File: config.mk
export PLATFORM = sky130hd
export DESIGN_NAME = counter_up
export DESIGN_NICKNAME = d
export VERILOG_FILES = /design/src/rtl/counter_pkg.sv /design/src/rtl/counter_up.sv
export SDC_FILE = /design/constraint.sdc
export NUM_CORES = 1
export LEC_CHECK = 0
export CORE_ASPECT_RATIO = 0.9
export CORE_MARGIN = 2
export CORE_UTILIZATION = 41
export CTS_CLUSTER_SIZE = 16
export DETAILED_ROUTE_END_ITERATION = 8
export PLACE_DENSITY = 0.76
export SLEW_MARGIN = 20
export SYNTH_ARGS = -nofsm -noshare
export SYNTH_HDL_FRONTEND = slang
export SYNTH_SLANG_ARGS = --single-unit
File: constraint.sdc
create_clock -name clk -period 1.9 [get_ports clk]
set_input_delay 0.285 -clock clk [delete_from_list [all_inputs] [get_ports clk]]
set_output_delay 0.285 -clock clk [all_outputs]
set_load 0.05 [all_outputs]
File: src/rtl/counter_pkg.sv
`default_nettype none
// ============================================================================
// Module      : counter_pkg
// Description : Shared types for the counter_up block (FSM state encoding).
// Revision    : 1.0 - initial release
// ============================================================================
package counter_pkg;

  // Width of the FSM state encoding
  localparam int c_STATE_W = 2;

  // Counter FSM states
  typedef enum logic [c_STATE_W-1:0] {
    IDLE  = 2'd0,
    COUNT = 2'd1,
    DONE  = 2'd2
  } cnt_state_t;

endpackage : counter_pkg
`default_nettype wire

File: src/rtl/counter_up.sv
`default_nettype none
// ============================================================================
// Module      : counter_up
// Description : Up counter with terminal count LIMIT, synchronous clear and
//               clamped parallel load. Default build free-runs modulo
//               LIMIT+1 with a one-cycle wrap pulse. Defining the macro
//               COUNTER_UP_ONESHOT_EN makes the counter stop at LIMIT in
//               DONE until clr, load or reset.
// Revision    : 1.0 - initial release
// ============================================================================
module counter_up #(
  parameter int dw    = 8,
  parameter int LIMIT = 7
) (
  input  logic          clk,
  input  logic          reset,
  input  logic          ena,
  input  logic          clr,
  input  logic          load,
  input  logic [dw-1:0] load_val,
  output logic [dw-1:0] result,
  output logic          tc,
  output logic          wrap,
  output logic          busy
);

  import counter_pkg::*;

  localparam logic [dw-1:0] c_lim = dw'(LIMIT);
  localparam logic [dw-1:0] c_one = dw'(1);

  cnt_state_t    r_state;
  logic [dw-1:0] r_result;
  logic          r_wrap;
  logic          r_busy;

  logic [dw-1:0] w_load_clamped;
  logic          w_at_limit;

  // Terminal-count compare and load clamp; result never exceeds LIMIT
  assign w_at_limit     = (r_result == c_lim);
  assign w_load_clamped = (load_val > c_lim) ? c_lim : load_val;

  // Counter FSM: priority clr > load > ena, outputs registered with state
  always_ff @(posedge clk or negedge reset) begin
    if (!reset) begin
      r_state  <= IDLE;
      r_result <= '0;
      r_wrap   <= 1'b0;
      r_busy   <= 1'b0;
    end else begin
      // wrap is a single-cycle pulse unless re-armed below
      r_wrap <= 1'b0;
      if (clr) begin
        r_state  <= IDLE;
        r_result <= '0;
        r_busy   <= 1'b0;
      end else if (load) begin
        r_state  <= COUNT;
        r_result <= w_load_clamped;
        r_busy   <= 1'b1;
      end else if (ena) begin
        case (r_state)
          IDLE: begin
            r_state  <= COUNT;
            r_result <= r_result + c_one;
            r_busy   <= 1'b1;
          end
          COUNT: begin
            if (w_at_limit) begin
`ifdef COUNTER_UP_ONESHOT_EN
              // Stop at the terminal count; result holds at LIMIT
              r_state <= DONE;
              r_busy  <= 1'b0;
`else
              // Roll over and flag it for one cycle
              r_result <= '0;
              r_wrap   <= 1'b1;
`endif
            end else begin
              r_result <= r_result + c_one;
            end
          end
          default: begin
            // DONE ignores ena; only clr, load or reset leave it
            r_state <= r_state;
          end
        endcase
      end
    end
  end

  assign result = r_result;
  assign tc     = w_at_limit;
  assign wrap   = r_wrap;
  assign busy   = r_busy;

endmodule : counter_up
`default_nettype wire

==> results of run 1 <==
-- per-stage QoR --
| step | power [uW] | hold WS, ns | setup slack [ns] | instances |
|---|---|---|---|---|
| final | 571 | 0.332 | 0.0827 | 110 |
| after global routing | 598 | 0.356 | 0.0300 | 110 |
| after CTS | 573 | 0.341 | 0.0167 | 108 |
| after detailed placement | 379 | 0.534 | 0.114 | 104 |
| after global placement | 372 | 0.525 | 0.141 | 104 |
| after floorplan | 308 | -0.0106 | 0.000322 | 62 |
-- final cells by class --
type                       instances  area, um2
clock buffer                       4       36.3
fill                             119        432
timing repair buffer              30        285
sequential                        10        255
inverter                           1       3.75
tap                               15       18.8
multi-input combinational         50        368
-- power breakdown --
group / internal [uW] / switching [uW] / total [uW]
logic: 71.2 / 71.1 / 142
registers: 222 / 13.6 / 235
clock network: 116 / 77.3 / 194
total: 409 / 162 / 571
-- worst reg2reg max path, delay by kind of cell (launching register included) --
family | cells | cell delay [ns]
AOI/OAI and AO/OA | 3 | 0.57
DFF | 1 | 0.46
and+or+nand+nor | 1 | 0.22
adders and majority gates | 1 | 0.19
buffers and inverters | 1 | 0.15
-- cell families (layout without fill, tap and decap cells) --
logic type | Yosys count | after routing | synth area share
adders and majority gates | 1 | 1 | 0.0209
and+or+nand+nor | 32 | 32 | 0.326
buffers and inverters | 2 | 35 | 0.0146
DFF | 10 | 10 | 0.418
AOI/OAI and AO/OA | 17 | 17 | 0.221
-- final timing paths --
path                       depth (start not counted)  slack (ns)  startpoint         end
setup / recovery                                   1        0.08   result[0]   result[0]
hold / removal                                     1        0.33       reset  r_state[0]
setup reg to reg                                   6        0.24   result[0]   result[6]
hold reg to reg                                    2        0.54  r_state[0]  r_state[0]
max in group asynchronous                          1        1.23       reset   result[4]
min in group clk                                   2        0.54  r_state[0]  r_state[0]
-- flip-flops by register name, indices dropped and copies added (netlist names) --
signal	flops
r_state	1
result	8
wrap	1
-- repair_timing --
item                                    in CTS  in global routing
endpoints found under the hold margin        0                  0
endpoints found under the setup margin       0                  1
setup buffers                                0                  2
-- metal layers --
metal / track usage / vias to the layer above / wire length, um / part of all wire
li1: - / 305 / - / -
met1: 0.284 / 285 / 781 / 0.49
met2: 0.335 / 17 / 736 / 0.47
met3: 0.0405 / 4 / 38 / 0.024
met4: 0.0909 / 0 / 25 / 0.016
met5: 0 / - / 0 / 0
-- cell usage in the layout, fill, tap and decap left out, types with 2 or more instances in the layout --
cell / instances
sky130_fd_sc_hd__nor3_1: 2
sky130_fd_sc_hd__nand3b_1: 2
sky130_fd_sc_hd__dfrtp_2: 4
sky130_fd_sc_hd__buf_4: 10
sky130_fd_sc_hd__clkdlybuf4s50_1: 19
sky130_fd_sc_hd__dfrtp_1: 6
sky130_fd_sc_hd__a21o_1: 3
sky130_fd_sc_hd__nor2_1: 9
sky130_fd_sc_hd__a31oi_1: 3
sky130_fd_sc_hd__nor4b_4: 2
sky130_fd_sc_hd__nand2_1: 6
sky130_fd_sc_hd__nand3_1: 2
sky130_fd_sc_hd__a21oi_1: 2
sky130_fd_sc_hd__clkbuf_4: 3
sky130_fd_sc_hd__a22o_1: 3
==> key figures, run 1 <==
Run status
  – Status: finished, final reports clean

Routing
  – Antenna Nets Post-Route: 0
  – Number of design rule violations left after detail routing: 0
  – Routed wire length: 1580 um
  – Overall via count from detail_route: between 600 and 700
  – Average wire per cell in the routed design: 14.4 um
  – Detail-routed via count per cell: 5.55
  – Router iterations before antenna repair: 4
  – First DRT Iteration DRCs: 7

Setup path
  – CP Max Fanout: 5
  – Crit path buffers/inverters: 1
  – Peak per-stage delay on the critical path: 0.83 ns
  – Startpoint kind of the worst setup timing path: flop
  – Family with the most delay on the worst path: buffers and inverters
  – Crit. End Element: primary output
  – CP Class: flop to primary output
  – Cells along the critical path: clkdlybuf4s50_1
  – CP max-delay cell: sky130_fd_sc_hd__clkdlybuf4s50_1
  – Data required time of the worst path: ~1.6 ns
  – Arr. time, crit path: 1.53 ns

Timing
  – Maximum achievable frequency: 0.550 GHz
  – Setup repair after global routing missed its margin: no
  – Final sum of negative setup slack: 0 ns
  – Crit path time final: 1.82 ns
  – Setup clock skew after layout: 0.00296 ns
  – Pins Over Slew Limit: 0
  – Count of endpoints failing setup in the final report: 0
  – Rel. slew slack: 0.666
  – Tcrit/Tclk final: 0.956
  – Worst-Margin Slew: approximately 0.50 ns
  – Final hold vios: 0

CTS
  – Clock sink total: 10
  – CTS tree: done
  – Number of gates resized after CTS: 0
  – Insertion delay of the later-clocked pin in the worst-skew pair: 0.26 ns
  – H-tree levels: 1
  – CTS max path bufs: 2
  – CTS Root Cell: sky130_fd_sc_hd__clkbuf_4
  – CTS Hold Bufs: 0
  – CTS buffer count: 3
  – Clock edge transition at the registers on the reported setup and hold paths: approximately 0.07 ns

Final layout
  – Final core area utilization: 0.691
  – Area added between synthesis and finish: 61.4%
  – Diode count: 0
  – Fraction of layout instances using a drive strength above 1: 0.274
  – Final Net Count: 110
  – Post-route design area: 967 um2

Yosys
  – Mapped Area: roughly 600 um2
  – Synthesized area per cell: between 9 and 10 um2
  – Distinct cell type count after synthesis: 30
  – Count of yosys warnings during synthesis: 0
  – Ys flop type: sky130_fd_sc_hd__dfrtp_1
  – Gate Count Post-Synth: 62
  – List of most frequent post-synthesis cells: 10 x sky130_fd_sc_hd__dfrtp_1, 9 x sky130_fd_sc_hd__nor2_1, 6 x sky130_fd_sc_hd__nand2_1
  – Portion of synthesized cell area occupied by the leading cell type: 0.418
  – Number of enable flip-flop cells after synthesis: 0
  – Largest area contributor in the synthesized netlist: sky130_fd_sc_hd__dfrtp_1
  – Async set or reset register ratio after synthesis: 1.00
  – Top-count cell post-synth: sky130_fd_sc_hd__dfrtp_1
  – Yosys reg bits: 10
  – Area contributors post-synth: sky130_fd_sc_hd__dfrtp_1 42%, sky130_fd_sc_hd__nor2_1 5.6%, sky130_fd_sc_hd__a22o_1 4.4%
  – Post-Synthesis Net Count: 76
  – Share of the yosys chip area belonging to registers: 0.418

GRT
  – First-pass GRT wire length: 2700 um
  – Gr ovfl total: 0
  – Vias in the first global route: 591
  – Number of antenna violations at the first check in global routing: 0
  – Pin count of the biggest net entering global routing: 11
  – Overall global routing resource usage: 0.211

Place
  – Count of buffers from port buffering: 23
  – Placed standard-cell area: 916 um2
  – Final HPWL from detailed placement: 1220 um
  – RePlAce Congestion: 0.726

Die
  – Placeable core area: 0.00140 mm2
  – Die outline width: 44.3 um
  – Die Footprint: 0.00178 mm2
  – Boundary Pins: 24
  – Die extent in y: 40.3 um
  – Total number of placement rows: 13
  – Initial core utilization: 0.428

Job
  – Number of max-cap violations: 0

Worst hold path
  – Worst Hold Class: input pin to async pin

Pwr
  – Cell area power density: 591 mW/mm2
  – Peak supply drop: roughly 0.00037 V
  – Leakage power figure: 0.000420 uW
Power figures use the tool's default switching activity.
==> run 2, diff against run 1 <==
- CAP_MARGIN: unset -> 20
==> results of run 2 <==
The final DEF is identical to that of run 1; final timing and power are the same.
